File: config.mk
export PLATFORM = sky130hd
export DESIGN_NAME = mem_stage_flat
export DESIGN_NICKNAME = d
export VERILOG_FILES = /design/src/rtl/mips_pkg.sv /design/src/rtl/mem_stage_if.sv /design/src/rtl/mem_wb_reg.sv /design/src/rtl/mem_stage.sv /design/src/flat_wrapper.sv
export SDC_FILE = /design/constraint.sdc
export NUM_CORES = 1
export LEC_CHECK = 0
export CAP_MARGIN = 25
export CORE_MARGIN = 1
export CORE_UTILIZATION = 23
export DETAILED_ROUTE_END_ITERATION = 6
export PLACE_DENSITY_LB_ADDON = 0.1
export SETUP_SLACK_MARGIN = 0.2
export SKIP_CTS_REPAIR_TIMING = 1
export SLEW_MARGIN = 10
export SYNTH_ARGS = -nofsm -noshare
export SYNTH_HDL_FRONTEND = slang
export SYNTH_HIERARCHICAL = 1
export SYNTH_SLANG_ARGS = --single-unit
File: constraint.sdc
create_clock -name clk -period 4.4 [get_ports clk]
set_input_delay 0.88 -clock clk [delete_from_list [all_inputs] [get_ports clk]]
set_output_delay 0.88 -clock clk [all_outputs]
set_load 0.005 [all_outputs]
File: src/rtl/mips_pkg.sv
// Shared MIPS pipeline definitions: writeback-select encodings, MEM-stage FSM
// states and the default access timeout.
package mips_pkg;

   localparam int          DATA_W_DEFAULT  = 32;
   localparam int          TIMEOUT_DEFAULT = 16;

   localparam logic [1:0]  MTR_ALU = 2'b00;
   localparam logic [1:0]  MTR_MEM = 2'b01;

   typedef enum logic {
      IDLE = 1'b0,
      WAIT = 1'b1
   } state_t;

endpackage

File: src/rtl/mem_stage_if.sv
// Data-memory request/response bus between the MEM stage and the data memory.
interface mem_stage_if #(
   parameter int DATA_W = 32
);

   // dmem_req stays high, with address/data/we stable, until the cycle the
   // memory raises dmem_ready; dmem_rdata is meaningful only in that cycle.
   logic              dmem_req;
   logic              dmem_we;
   logic [DATA_W-1:0] dmem_addr;
   logic [DATA_W-1:0] dmem_wdata;
   logic              dmem_ready;
   logic [DATA_W-1:0] dmem_rdata;

   modport master (
      output dmem_req, dmem_we, dmem_addr, dmem_wdata,
      input  dmem_ready, dmem_rdata
   );

   modport slave (
      input  dmem_req, dmem_we, dmem_addr, dmem_wdata,
      output dmem_ready, dmem_rdata
   );

endinterface

File: src/rtl/mem_wb_reg.sv
// MEM/WB pipeline register: loads on completion, drops RegWrite on a bubble,
// otherwise holds.
module mem_wb_reg #(
   parameter int DATA_W = 32
) (
   input  logic              clk,
   input  logic              reset,
   input  logic              load_en_i,
   input  logic              bubble_i,
   input  logic [1:0]        MemtoReg_i,
   input  logic              RegWrite_i,
   input  logic [DATA_W-1:0] mem_rdata_i,
   input  logic [DATA_W-1:0] alu_result_i,
   input  logic [4:0]        WriteRegister_i,
   output logic [1:0]        MemtoReg_o,
   output logic              RegWrite_o,
   output logic [DATA_W-1:0] mem_rdata_o,
   output logic [DATA_W-1:0] alu_result_o,
   output logic [4:0]        WriteRegister_o
);

   logic [1:0]        mtr_q;
   logic              rw_q;
   logic [DATA_W-1:0] rdata_q;
   logic [DATA_W-1:0] alu_q;
   logic [4:0]        wreg_q;

   always_ff @(posedge clk) begin
      if (reset) begin
         mtr_q   <= '0;
         rw_q    <= 1'b0;
         rdata_q <= '0;
         alu_q   <= '0;
         wreg_q  <= '0;
      end else if (load_en_i) begin
         mtr_q   <= MemtoReg_i;
         rw_q    <= RegWrite_i;
         rdata_q <= mem_rdata_i;
         alu_q   <= alu_result_i;
         wreg_q  <= WriteRegister_i;
      end else if (bubble_i) begin
         rw_q    <= 1'b0;
      end
   end

   assign MemtoReg_o      = mtr_q;
   assign RegWrite_o      = rw_q;
   assign mem_rdata_o     = rdata_q;
   assign alu_result_o    = alu_q;
   assign WriteRegister_o = wreg_q;

endmodule

File: src/rtl/mem_stage.sv
// MEM stage: branch/jump redirect, data-memory access with stall and timeout,
// misalignment trap and the MEM/WB register.
module mem_stage
   import mips_pkg::*;
#(
   parameter int DATA_W  = DATA_W_DEFAULT,
   parameter int TIMEOUT = TIMEOUT_DEFAULT
) (
   input  logic              clk,
   input  logic              reset,
   input  logic [1:0]        MemtoReg_i,
   input  logic              Jump_i,
   input  logic              Branch_i,
   input  logic              MemRead_i,
   input  logic              MemWrite_i,
   input  logic              RegWrite_i,
   input  logic [DATA_W-1:0] PC_beq_i,
   input  logic [DATA_W-1:0] alu_result_i,
   input  logic [DATA_W-1:0] ReadData2_i,
   input  logic              zero_flag_i,
   input  logic [4:0]        WriteRegister_i,
   mem_stage_if.master       dmem,
   output logic              stall_o,
   output logic              pc_src_o,
   output logic [DATA_W-1:0] pc_target_o,
   output logic              jump_o,
   output logic [1:0]        MemtoReg_o,
   output logic              RegWrite_o,
   output logic [DATA_W-1:0] mem_rdata_o,
   output logic [DATA_W-1:0] alu_result_o,
   output logic [4:0]        WriteRegister_o,
   output logic              bus_err_o,
   output logic              align_err_o,
   output state_t            state_o
);

   localparam int CNT_W = $clog2(TIMEOUT) + 1;

   state_t            state_q, state_d;
   logic [CNT_W-1:0]  cnt_q, cnt_d;
   logic              bus_err_q, align_err_q;
   logic              mem_op, misaligned;
   logic              complete, stall, err_gate, rd_ok, set_bus, set_align;

   assign mem_op     = MemRead_i | MemWrite_i;
   assign misaligned = mem_op & (alu_result_i[1:0] != 2'b00);

   assign dmem.dmem_req   = mem_op & ~misaligned & ((state_q == IDLE) | (state_q == WAIT));
   assign dmem.dmem_we    = MemWrite_i;
   assign dmem.dmem_addr  = alu_result_i;
   assign dmem.dmem_wdata = ReadData2_i;

   always_comb begin
      state_d   = state_q;
      cnt_d     = cnt_q;
      complete  = 1'b0;
      stall     = 1'b0;
      err_gate  = 1'b0;
      rd_ok     = 1'b0;
      set_bus   = 1'b0;
      set_align = 1'b0;
      unique case (state_q)
         IDLE: begin
            if (!mem_op) begin
               complete = 1'b1;
            end else if (misaligned) begin
               complete  = 1'b1;
               err_gate  = 1'b1;
               set_align = 1'b1;
            end else if (dmem.dmem_ready) begin
               complete = 1'b1;
               rd_ok    = MemRead_i & ~MemWrite_i;
            end else begin
               stall   = 1'b1;
               cnt_d   = CNT_W'(1);
               state_d = WAIT;
            end
         end
         WAIT: begin
            // Ready in the timeout cycle still counts as a successful access.
            if (dmem.dmem_ready) begin
               complete = 1'b1;
               rd_ok    = MemRead_i & ~MemWrite_i;
               cnt_d    = '0;
               state_d  = IDLE;
            end else if (cnt_q == CNT_W'(TIMEOUT - 1)) begin
               complete = 1'b1;
               err_gate = 1'b1;
               set_bus  = 1'b1;
               cnt_d    = '0;
               state_d  = IDLE;
            end else begin
               stall = 1'b1;
               cnt_d = cnt_q + CNT_W'(1);
            end
         end
         default: state_d = IDLE;
      endcase
   end

   always_ff @(posedge clk) begin
      if (reset) begin
         state_q     <= IDLE;
         cnt_q       <= '0;
         bus_err_q   <= 1'b0;
         align_err_q <= 1'b0;
      end else begin
         state_q <= state_d;
         cnt_q   <= cnt_d;
         if (set_bus)   bus_err_q   <= 1'b1;
         if (set_align) align_err_q <= 1'b1;
      end
   end

   mem_wb_reg #(.DATA_W(DATA_W)) u_mem_wb (
      .clk             (clk),
      .reset           (reset),
      .load_en_i       (complete),
      .bubble_i        (stall),
      .MemtoReg_i      (MemtoReg_i),
      .RegWrite_i      (RegWrite_i & ~err_gate),
      .mem_rdata_i     (rd_ok ? dmem.dmem_rdata : '0),
      .alu_result_i    (alu_result_i),
      .WriteRegister_i (WriteRegister_i),
      .MemtoReg_o      (MemtoReg_o),
      .RegWrite_o      (RegWrite_o),
      .mem_rdata_o     (mem_rdata_o),
      .alu_result_o    (alu_result_o),
      .WriteRegister_o (WriteRegister_o)
   );

   assign stall_o     = stall;
   assign pc_src_o    = Branch_i & zero_flag_i & ~stall;
   assign pc_target_o = PC_beq_i;
   assign jump_o      = Jump_i & ~stall;
   assign bus_err_o   = bus_err_q;
   assign align_err_o = align_err_q;
   assign state_o     = state_q;

endmodule

File: src/flat_wrapper.sv
// flat-port wrapper written by rule: the top's interface ports become plain ports
module mem_stage_flat import mips_pkg::*;
#(
   parameter int DATA_W  = DATA_W_DEFAULT,
   parameter int TIMEOUT = TIMEOUT_DEFAULT
)
  (clk, reset, MemtoReg_i, Jump_i, Branch_i, MemRead_i, MemWrite_i, RegWrite_i, PC_beq_i, alu_result_i, ReadData2_i, zero_flag_i, WriteRegister_i, stall_o, pc_src_o, pc_target_o, jump_o, MemtoReg_o, RegWrite_o, mem_rdata_o, alu_result_o, WriteRegister_o, bus_err_o, align_err_o, state_o, dmem_dmem_req, dmem_dmem_we, dmem_dmem_addr, dmem_dmem_wdata, dmem_dmem_ready, dmem_dmem_rdata);
  mem_stage_if #(.DATA_W(DATA_W)) dmem_i ();
  input  logic clk;
  input  logic reset;
  input  logic [1:0] MemtoReg_i;
  input  logic Jump_i;
  input  logic Branch_i;
  input  logic MemRead_i;
  input  logic MemWrite_i;
  input  logic RegWrite_i;
  input  logic [DATA_W-1:0] PC_beq_i;
  input  logic [DATA_W-1:0] alu_result_i;
  input  logic [DATA_W-1:0] ReadData2_i;
  input  logic zero_flag_i;
  input  logic [4:0] WriteRegister_i;
  output logic stall_o;
  output logic pc_src_o;
  output logic [DATA_W-1:0] pc_target_o;
  output logic jump_o;
  output logic [1:0] MemtoReg_o;
  output logic RegWrite_o;
  output logic [DATA_W-1:0] mem_rdata_o;
  output logic [DATA_W-1:0] alu_result_o;
  output logic [4:0] WriteRegister_o;
  output logic bus_err_o;
  output logic align_err_o;
  output state_t state_o;
  output wire logic [$bits(dmem_i.dmem_req)-1:0] dmem_dmem_req;
  output wire logic [$bits(dmem_i.dmem_we)-1:0] dmem_dmem_we;
  output wire logic [$bits(dmem_i.dmem_addr)-1:0] dmem_dmem_addr;
  output wire logic [$bits(dmem_i.dmem_wdata)-1:0] dmem_dmem_wdata;
  input wire logic [$bits(dmem_i.dmem_ready)-1:0] dmem_dmem_ready;
  input wire logic [$bits(dmem_i.dmem_rdata)-1:0] dmem_dmem_rdata;
  assign dmem_dmem_req = dmem_i.dmem_req;
  assign dmem_dmem_we = dmem_i.dmem_we;
  assign dmem_dmem_addr = dmem_i.dmem_addr;
  assign dmem_dmem_wdata = dmem_i.dmem_wdata;
  assign dmem_i.dmem_ready = dmem_dmem_ready;
  assign dmem_i.dmem_rdata = dmem_dmem_rdata;
  mem_stage #(.DATA_W(DATA_W), .TIMEOUT(TIMEOUT)) u_core (.clk(clk), .reset(reset), .MemtoReg_i(MemtoReg_i), .Jump_i(Jump_i), .Branch_i(Branch_i), .MemRead_i(MemRead_i), .MemWrite_i(MemWrite_i), .RegWrite_i(RegWrite_i), .PC_beq_i(PC_beq_i), .alu_result_i(alu_result_i), .ReadData2_i(ReadData2_i), .zero_flag_i(zero_flag_i), .WriteRegister_i(WriteRegister_i), .dmem(dmem_i), .stall_o(stall_o), .pc_src_o(pc_src_o), .pc_target_o(pc_target_o), .jump_o(jump_o), .MemtoReg_o(MemtoReg_o), .RegWrite_o(RegWrite_o), .mem_rdata_o(mem_rdata_o), .alu_result_o(alu_result_o), .WriteRegister_o(WriteRegister_o), .bus_err_o(bus_err_o), .align_err_o(align_err_o), .state_o(state_o));
endmodule
== Yosys cells after proc, flatten, opt, wreduce, memory -nomap -nowiden ==
Index checks and enable logic that the tools add are counted.

* Equality and inequality tests: 4
* Add/sub/neg operators: 1
* Bitwise gates (word level): 13
* Reduce and logical (&&, ||, !) cells: 3
* Mux-type cells: 31

{| class="wikitable"
|+ Operators with widths
! cell !! number
|-
| $mux 32 || 1
|-
| $mux 5 || 5
|-
| $mux 1 || 20
|-
| $pmux 5 s2 || 1
|-
| $pmux 1 s2 || 4
|-
| $and 1x1->1 || 7
|-
| $add 5x1->5 const B || 1
|-
| $eq 5x4->1 const B || 1
|-
| $not 1->1 || 5
|-
| $ne 2x2->1 const B || 2
|-
| $reduce_bool 2->1 || 2
|-
| $reduce_and 3->1 || 1
|-
| $ne 2x1->1 const B || 1
|-
| $or 1x1->1 || 1
|}

* Register bits: 80
* Word-level logic and storage cells: 61
* Input bits: 144
* Output and inout port bits: 176

== Longest topological paths before layout ==
Gate-level depths: netlist of run 1.

* Depth after elaboration: 8
* Depth in mapped cells: 8
* Depth with buffers taken out: 6

== By module ==
Netlist of run 1, hierarchy kept.

{| class="wikitable"
|+ By module, submodules not included
! module !! cells an instance !! area each (µm²) !! instances !! seq. area each (µm²)
|-
| mem_wb_reg || 233 || 2531.2 || 1 || 1441.4
|-
| mem_stage || 187 || 1405.1 || 1 || 160.2
|}

== Worst setup path after synthesis of run 1 ==
No wires, ideal clock.

* Path type: input-to-output
* Start: input alu_result_i[1]
* End: output pc_src_o
* Data required time: 3.520 ns
* Buffers on the path: 1
* Path slack: 1.576 ns
* Data arrival time: 1.944 ns
* Cell stages on the path: 4
* Cell sequence: or2_1 > buf_6 > or4_4 > and4_1

* Longest elaborated chain between the ends: 7

{| class="wikitable"
|+ Ends and longest elaborated chain
! what !! RTL line !! text
|-
| start: declaration || flat_wrapper.sv:18 || <nowiki>input logic [DATA_W-1:0] alu_result_i;</nowiki>
|-
| $reduce_bool 2->1 || mem_stage.sv:46 || <nowiki>assign misaligned = mem_op & (alu_result_i[1:0] != 2'b00);</nowiki>
|-
| $and 1x1->1 || mem_stage.sv:46 ||
|-
| $mux 1 || mem_stage.sv:66 || <nowiki>end else if (misaligned) begin</nowiki>
|-
| $mux 1 || mem_stage.sv:64 || <nowiki>if (!mem_op) begin</nowiki>
|-
| $pmux 1 s2 || mem_stage.sv:62 || <nowiki>unique case (state_q)</nowiki>
|-
| $not 1->1 || mem_stage.sv:133 || <nowiki>assign pc_src_o = Branch_i & zero_flag_i & ~stall;</nowiki>
|-
| $and 1x1->1 || mem_stage.sv:133 ||
|-
| end: declaration || flat_wrapper.sv:23 || <nowiki>output logic pc_src_o;</nowiki>
|}

Every way passes these cells.

== Worst setup path in the final report of run 1 ==
Same ends and word-level chain as after synthesis.

==> flow_summary.toml, run 1 <==
[synthesis]
synth_area_leaders = "dfxtp_1, buf_4, mux2i_1"
yosysWarnings = 6
seq_area_frac_synth = 0.407
synth.top_cell.area_share = 0.407
yosysUniqueCellTypes = 34
synth_top_area_cell = "dfxtp_1"
syn_area_sq_mm = 0.00394
synthCells = 420
synth.net_count = 565
syn-mean-instance-area_sq_um = 9.37
synth_seq_cells = 80

[finish]
ff_latch_area_sq_mm = 0.00160
diodes = 0
layout.nets = 653
final_layout_size_suffix_gt1_frac = 0.0429
final.fill_count = 1713
fin_cells = 733
area_delta_synth_final_pct = 42.9
multiInputGateArea_sq_mm = 0.00147
postLayoutCoreUtil = 0.338
final_cell_area_sq_mm = 0.00563

[sta]
fin_tns_setup_ns = 0
slew_headroom = 0.424
whs_ns = 0.446
tightest_slew_ns = 0.865
fmax_mhz = 260
rsz0062_at_grt = "no"
skew_ns = 0.00581
finalCritPeriodShare = 0.874
finalCriticalPeriod_ns = 3.84
slew_violations = 0
timing.final.ws_setup_ns = 0.556
setup_viol = 0
final-hold-violation-count = 0

[critical_path]
rr_startpoint = "u_core/cnt_q[0]"
crit_fanout = 8
worst_ep_arrival_time_ns = 2.96
required_ns = 3.52
end_kind = "primary output"
path_class = "in -> out"
reg2reg_depth = 7
rrSetupSlack_ns = 1.58
setup.worst_path.start_class = "input port"
timing.rr.end = "u_core/u_mem_wb/WriteRegister_o[0]"

[hold_path]
whs_endpoint = "u_core/align_err_o"
hold_depth = 2
min-delay-start = "u_core/align_err_o"
hold_path.class = "reg -> reg"

[floorplan]
num_rows = 47
io_pins = 320
die_x_um = 133
die_h_um = 133
start_util = 0.237
fp.coreArea_sq_mm = 0.0166
die_area_sq_mm = 0.0176

[clocking]
numCtsBuffers = 9
cts_tree = "done"
cts_max_path_buffers = 2
clkTransAtPathRegs_ns = 0.06
cts_max_level = 3
cts_sinks = 80
clk-insertion-delay-late_ns = 0.33
clock_tree.root_cell = "clkbuf_16"

[place]
placed_cells = 717
portBuffers = 191
gp_congestion = 0.758
dp_hpwl_um = 7320
placed_area_sq_mm = 0.00531
dp_slack_ns = 0.537

[routing]
wl_um = 10200
initialDrtViolationCount = 94
vias = 2940
postRouteAntennaNets = 0
wire_per_inst_um = 13.9
drt-pass1-iter-count = 4
via_per_inst = 4.01
drc_errors = 0

[power]
ir_worst_vdd_mv = 0.179
p_per_area_mw_per_mm2 = 326
p_leak_nw = 2.53
power_mw = 1.83

[grt]
overflow = 0
grt_max_degree = 48
antenna_found_initial = 0
grt_pass1_wl_um = 15600
grtUsageTotal = 0.115
grt_pass1_vias = 2885

[run]
drv_cap = 0

[status]
status = "completed"
## cell usage after synthesis
master / number
a211oi_4: 1
a21oi_1: 6
a31oi_1: 1
and2_1: 33
and3_1: 2
and4_1: 1
buf_1: 1
buf_2: 1
buf_4: 104
buf_6: 2
clkbuf_1: 8
clkbuf_2: 2
dfxtp_1: 80
ha_1: 1
inv_1: 5
mux2i_1: 71
nand2_1: 5
nand2b_1: 3
nand3_1: 2
nor2_1: 74
nor2b_1: 1
o2111ai_1: 1
o211ai_1: 1
o21ai_0: 1
o2bb2ai_1: 1
o311ai_0: 2
o31ai_1: 2
o32ai_1: 1
or2_1: 1
or2_2: 1
or3_1: 2
or3b_1: 1
or4_4: 1
xor2_1: 1
## kinds of logic after synthesis
family	after synthesis	share of synthesized area
AO/OA/AOI/OAI	17	0.0324
multiplexers	71	0.181
buffers and inverters	123	0.221
adder cells (fa/ha/maj)	1	0.00318
XOR/XNOR	1	0.00223
flip-flops	80	0.407
AND/OR/NAND/NOR	127	0.154
## worst max-delay path: stages
cell and delay, ns:
clkdlybuf4s50_1 0.48, or2_1 0.40, or4_4 0.56, and4_1 0.21, clkdlybuf4s50_1 0.43
## layout by cell type, fill, tap and decap left out, types with 5 or more instances in the layout
| cell type | count |
|---|---|
| and2_1 | 32 |
| clkdlybuf4s50_1 | 190 |
| mux2i_1 | 71 |
| dfxtp_1 | 80 |
| inv_1 | 5 |
| nor2_1 | 74 |
| clkbuf_16 | 9 |
| nand2_1 | 5 |
| a21oi_1 | 6 |
## layer usage
layer | track usage | up-vias | wire (um) | part of all wire
li1 | - | 1446 | - | -
met1 | 0.119 | 1315 | 4070 | 0.40
met2 | 0.189 | 169 | 4660 | 0.46
met3 | 0.0667 | 10 | 1290 | 0.13
met4 | 0.0447 | 0 | 139 | 0.014
met5 | 0 | - | 0 | 0
## registers in the layout (all words and copies together), names as in the netlist
| name | count |
|---|---|
| u_core/u_mem_wb/RegWrite_o | 1 |
| u_core/cnt_q | 5 |
| u_core/u_mem_wb/WriteRegister_o | 5 |
| u_core/u_mem_wb/MemtoReg_o | 2 |
| u_core/align_err_o | 1 |
| u_core/bus_err_o | 1 |
| u_core/u_mem_wb/alu_result_o | 32 |
| u_core/u_mem_wb/mem_rdata_o | 32 |
| u_core/state_o | 1 |
## worst max path at each step
stage                          end  slack (ns)             from  depth (start not counted)
after floorplan           pc_src_o        1.58  alu_result_i[1]                          4
after global placement    pc_src_o        0.53  alu_result_i[1]                          5
after detailed placement  pc_src_o        0.54  alu_result_i[1]                          5
after CTS                 pc_src_o        0.53  alu_result_i[1]                          5
after global routing      pc_src_o        0.46  alu_result_i[1]                          5
final                     pc_src_o        0.56  alu_result_i[1]                          5
## final cells by class
class                           instances  share of cell area
Tap cell                              220              0.0489
Multi-Input combinational cell        217               0.261
Clock buffer                           13              0.0445
Timing Repair Buffer                  195               0.346
Clock inverter                          3              0.0116
Inverter                                5             0.00334
Sequential cell                        80               0.285
## where the power goes
group          total [mW]  switching [mW]  internal (mW)
registers           0.767          0.0140          0.753
logic               0.264          0.0910          0.173
clock network       0.802           0.290          0.512
Power figures use the tool's default switching activity.
==> run 2: changes to the inputs <==
- CORE_AREA: default -> 2 2 125 127
- CORE_MARGIN: 1 -> default
- CORE_UTILIZATION: 23 -> default
- DIE_AREA: default -> 0 0 127 129
==> run 2 against run 1 <==
Effect of this change:
- first-iteration DRC count rose by 50%
- final cell count fell by 4.4%
- sequential share of layout area rose by 0.18 points
- clock skew fell by 0.00079 ns
- core utilization rose by 3.5 points
- fmax fell by 1.3%
- flip-flop and latch count did not move
- critical path depth did not move
- largest power group unchanged
- highest routed layer unchanged
==> flow_summary.toml, run 2 (synthesis results as in run 1) <==
[clocking]
cts_sinks = 80
numCtsBuffers = 9
clkTransAtPathRegs_ns = 0.05
clk-insertion-delay-late_ns = 0.33
cts_max_path_buffers = 2
cts_tree = "done"
cts_max_level = 3
clock_tree.root_cell = "clkbuf_16"

[run]
drv_cap = 0

[status]
status = "completed"

[power]
pwr-share-clk = 0.432
comb_power_share = 0.146
pwr-share-seq = 0.422
p_leak_nw = 2.53
p_per_area_mw_per_mm2 = 325
p_switching_uw = 390
ir_worst_vdd_mv = 0.135
swShare = 0.215
intPower_mw = 1.43

[finish]
area_delta_synth_final_pct = 42.0
diodes = 0
ff_latch_area_sq_mm = 0.00160
layout.nets = 653
mostFrequentLayoutCells = "clkdlybuf4s50_1, dfxtp_1, nor2_1, mux2i_1, and2_1"
fin_cells = 701
layout_commonest_cell = "clkdlybuf4s50_1"
multiInputGateArea_sq_mm = 0.00147
final_layout_size_suffix_gt1_frac = 0.0468
final.fill_count = 1513

[sta]
finalCriticalPeriod_ns = 3.89
skew_ns = 0.00501
slew_headroom = 0.436
tightest_slew_ns = 0.846
setup_viol = 0
timing.final.ws_setup_ns = 0.505
fmax_mhz = 257
finalCritPeriodShare = 0.885
slew_violations = 0
rsz0062_at_grt = "no"
final-hold-violation-count = 0
fin_tns_setup_ns = 0

[grt]
overflow = 0
antenna_found_initial = 0
grt_max_degree = 48
grt_pass1_wl_um = 15100
grtUsageTotal = 0.119
grt_pass1_vias = 2923

[floorplan]
start_util = 0.263
die_x_um = 127
io_pins = 320
die_h_um = 129
fp.coreArea_sq_mm = 0.0150
num_rows = 45
die_area_sq_mm = 0.0164

[critical_path]
setup.worst_path.start_class = "input port"
crit_fanout = 8
required_ns = 3.52
worst_ep_arrival_time_ns = 3.01
end_kind = "primary output"
path_class = "in -> out"

[routing]
drt-pass1-iter-count = 4
postRouteAntennaNets = 0
initialDrtViolationCount = 141
vias = 2967
drc_errors = 0
via_per_inst = 4.23
wl_um = 10100
wire_per_inst_um = 14.5

[place]
portBuffers = 191
gp_congestion = 0.697
dp_hpwl_um = 7420
placed_cells = 685
dp_slack_ns = 0.495

[hold_path]
hold_path.class = "reg -> reg"
==> run 2: cell count changes in the layout (fill, tap and decap cells not counted) <==
cell / before / now
bufinv_16: 2 / 1
clkbuf_1: 3 / 1
clkbuf_8: 1 / 4
==> run 2: layer usage <==
layer	GRT usage	wire, um	vias up
met5	0	0	-
li1	-	-	1451
met4	0.0556	201	0
met1	0.137	4290	1315
met2	0.188	4410	179
met3	0.0590	1250	22
==> run 2: area by class of cell <==
cell class	instances	share of cell area
repair buffers	195	0.349
flip-flops and latches	80	0.286
multi-input cells	217	0.262
clock buffers	14	0.0508
well taps	188	0.0421
clock inverters	2	0.00627
inverters	5	0.00336
==> run 2: per-stage QoR <==
stage	hold slack [ns]	cell area [sq um]	total power, mW	utilization
after floorplan	0.442	3940	0.939	-
after global placement	0.435	5270	1.05	0.352
after detailed placement	0.442	5270	1.05	0.352
after CTS	0.460	5590	1.86	0.373
after global routing	0.472	5590	1.90	0.373
final	0.452	5590	1.82	0.373
==> run 2: worst paths after layout <==
check        slack [ns]  cells past startpoint              from                         endpoint
max                0.51                      5   alu_result_i[1]                          stall_o
min                0.45                      2  u_core/bus_err_o                 u_core/bus_err_o
max reg2reg        1.50                      7   u_core/cnt_q[0]  u_core/u_mem_wb/mem_rdata_o[13]
min reg2reg        0.45                      2  u_core/bus_err_o                 u_core/bus_err_o
==> run 2: critical path, stage by stage <==
cell and delay [ns]:
clkdlybuf4s50_1 0.43, or2_1 0.41, or4_4 0.58, nand2_1 0.14, clkdlybuf4s50_1 0.55
==> run 2: power groups by stage <==
stage | Clock, mW | Combinational [mW] | Sequential, mW
3_5_place_dp | 0 | 0.270 | 0.782
5_1_grt | 0.846 | 0.288 | 0.769
4_1_cts | 0.826 | 0.271 | 0.767
2_1_floorplan | 0 | 0.155 | 0.784
6_report | 0.785 | 0.266 | 0.766
3_3_place_gp | 0 | 0.270 | 0.782
==> run 3: changes to the inputs <==
- ABC_AREA: default -> 1
- CORE_AREA: 2 2 125 127 -> 2 2 123 125
- DIE_AREA: 0 0 127 129 -> 0 0 125 127
==> run 3 against run 2 <==
Effect of this change:
- synthesized cell count rose by 30%
- count of clock-buffer cells in the layout fell by 1
- core utilization rose by 2.3 points
- critical endpoint unchanged
- critical path depth did not move
- design area rose by 2.3%
- highest routed layer unchanged
==> flow_summary.toml, run 3 <==
[grt]
overflow = 0
grtUsageTotal = 0.139
antenna_found_initial = 0
grt_pass1_vias = 3433
grt_max_degree = 72
grt_pass1_wl_um = 17600

[clocking]
cts_tree = "done"
numCtsBuffers = 9
cts_sinks = 80
cts_max_level = 3
clock_tree.root_cell = "clkbuf_16"
cts_max_path_buffers = 2
clk-insertion-delay-late_ns = 0.33
clkTransAtPathRegs_ns = 0.06

[critical_path]
crit_start = "alu_result_i[1]"
crit_fanout = 5
cp_num_buf_inv = 2
cp_common_cell = "clkdlybuf4s50_1"
worst_ep_arrival_time_ns = 2.48
cpMaxStageDelayCell = "clkdlybuf4s50_1"
critical_path.cell_chain = "clkdlybuf4s50_1 > nor2_1 > nand4_1 > nand2_2 > clkdlybuf4s50_1"
critPathMaxStageDelay_ns = 0.52
path_class = "in -> out"
end_kind = "primary output"
cp_top_family = "buffers and inverters"
setup.worst_path.start_class = "input port"
rr_startpoint = "u_core/cnt_q[0]"
required_ns = 3.52

[floorplan]
num_rows = 44
start_util = 0.299
die_x_um = 125
die_h_um = 127
fp.coreArea_sq_mm = 0.0144
die_area_sq_mm = 0.0159
io_pins = 320

[power]
pwr-share-seq = 0.439
p_switching_uw = 433
comb_power_share = 0.187
swShare = 0.242
intPower_mw = 1.36
p_leak_nw = 2.30
p_per_area_mw_per_mm2 = 313
ir_worst_vdd_mv = 0.122
pwr-share-clk = 0.374

[synthesis]
synth_edf_count = 0
synth_seq_cells = 80
synth_commonest_cells = "nor2_1, buf_4, dfxtp_1"
synth_area_leaders = "dfxtp_1, buf_4, nor2_2"
yosysWarnings = 6
seq_area_frac_synth = 0.372
synthCells = 548
synth.top_cell.area_share = 0.372
syn-mean-instance-area_sq_um = 7.86
syn_area_sq_mm = 0.00431
synth.net_count = 693
synth_top_area_cell = "dfxtp_1"
synth_most_common_cell = "nor2_1"
async_flop_share = 0
synth_ff_type = "dfxtp_1"
yosysUniqueCellTypes = 26

[finish]
final.fill_count = 1482
fin_cells = 817
area_delta_synth_final_pct = 32.8
final_cell_area_sq_mm = 0.00572
postLayoutCoreUtil = 0.397
mostFrequentLayoutCells = "clkdlybuf4s50_1, nor2_1, dfxtp_1, nor2_2, inv_1"
layout.nets = 775
layout_commonest_cell = "clkdlybuf4s50_1"
final_layout_size_suffix_gt1_frac = 0.156
diodes = 0

[sta]
fin_tns_setup_ns = 0
finalCriticalPeriod_ns = 3.36
tightest_slew_ns = 0.645
final-hold-violation-count = 0
fmax_mhz = 298
skew_ns = 0.00290
rsz0062_at_grt = "no"
setup_viol = 0
finalCritPeriodShare = 0.763
slew_violations = 0
slew_headroom = 0.569

[routing]
wl_um = 11400
wl_met2_um = 5470
initialDrtViolationCount = 101
vias = 3490
top_layer = "met4"
via_per_inst = 4.27
wl_met3_um = 965
wl_met1_um = 4570
postRouteAntennaNets = 0
drc_errors = 0
wire_per_inst_um = 14.0
drt-pass1-iter-count = 4

[place]
gp_congestion = 0.760
placed_area_sq_mm = 0.00547
placed_cells = 803
portBuffers = 191
dp_hpwl_um = 8090

[hold_path]
min-delay-start = "u_core/bus_err_o"
hold_path.class = "reg -> reg"

[status]
status = "completed"

[run]
drv_cap = 0
==> run 3: cell count changes after synthesis, moves of 6 or more <==
cell      previous run  this run
clkbuf_1             8         1
and2_1              33         0
o21ai_0              1        39
buf_6                2        10
o21ai_1              0        32
nor2_2               0        72
buf_4              104        97
nor2_1              74       108
nand2_1              5        11
nand3_1              2        11
inv_1                5        45
mux2i_1             71         0
buf_12               0         7
==> run 3: area by class of cell <==
class / instances / area (sq um) / share of cell area
sequential: 80 / 1600 / 0.280
clock buffer: 13 / 250 / 0.0437
timing repair buffer: 194 / 1960 / 0.343
clock inverter: 1 / 5.00 / 0.000875
multi-input combinational: 295 / 1470 / 0.258
tap: 184 / 230 / 0.0402
inverter: 50 / 200 / 0.0350
==> run 3: worst min-delay path, cell delays in order, from the launching register on <==
cell and delay, ns:
dfxtp_1 0.31, inv_1 0.05, a21oi_1 0.05
==> run 3: worst paths after layout <==
path                                      endpoint  slack, ns  depth (start not counted)
setup reg to reg  u_core/u_mem_wb/alu_result_o[12]       2.23                          8
hold / removal                    u_core/bus_err_o       0.46                          2
hold reg to reg                   u_core/bus_err_o       0.46                          2
setup / recovery                           stall_o       1.04                          5
==> run 3: metal layers <==
metal	vias up	track usage
li1	1758	-
met1	1565	0.148
met2	128	0.241
met3	39	0.0477
met4	0	0.0784
met5	-	0
==> run 3: cells by family (layout without fill, tap and decap cells) <==
kind of cell,after synthesis,count (layout),share of synthesized area
and+or+nand+nor,214,214,0.245
buffers and inverters,173,258,0.286
AOI/OAI and AO/OA,80,80,0.0938
DFF,80,80,0.372
adders and majority gates,1,1,0.00290
==> run 3: stage by stage <==
stage	hold WS [ns]	total power, mW	setup WS [ns]
6_report	0.460	1.79	1.04
5_1_grt	0.482	1.88	0.870
4_1_cts	0.464	1.82	1.02
3_5_place_dp	0.453	1.14	1.02
3_3_place_gp	0.442	1.14	1.03
2_1_floorplan	0.447	1.01	2.09
==> run 3: power by group through the flow <==
stage	Combinational, mW	Clock [mW]	Sequential [mW]
after floorplan	0.205	0	0.804
after global placement	0.338	0	0.799
after detailed placement	0.340	0	0.801
after CTS	0.342	0.694	0.785
after global routing	0.367	0.719	0.790
final	0.335	0.670	0.785
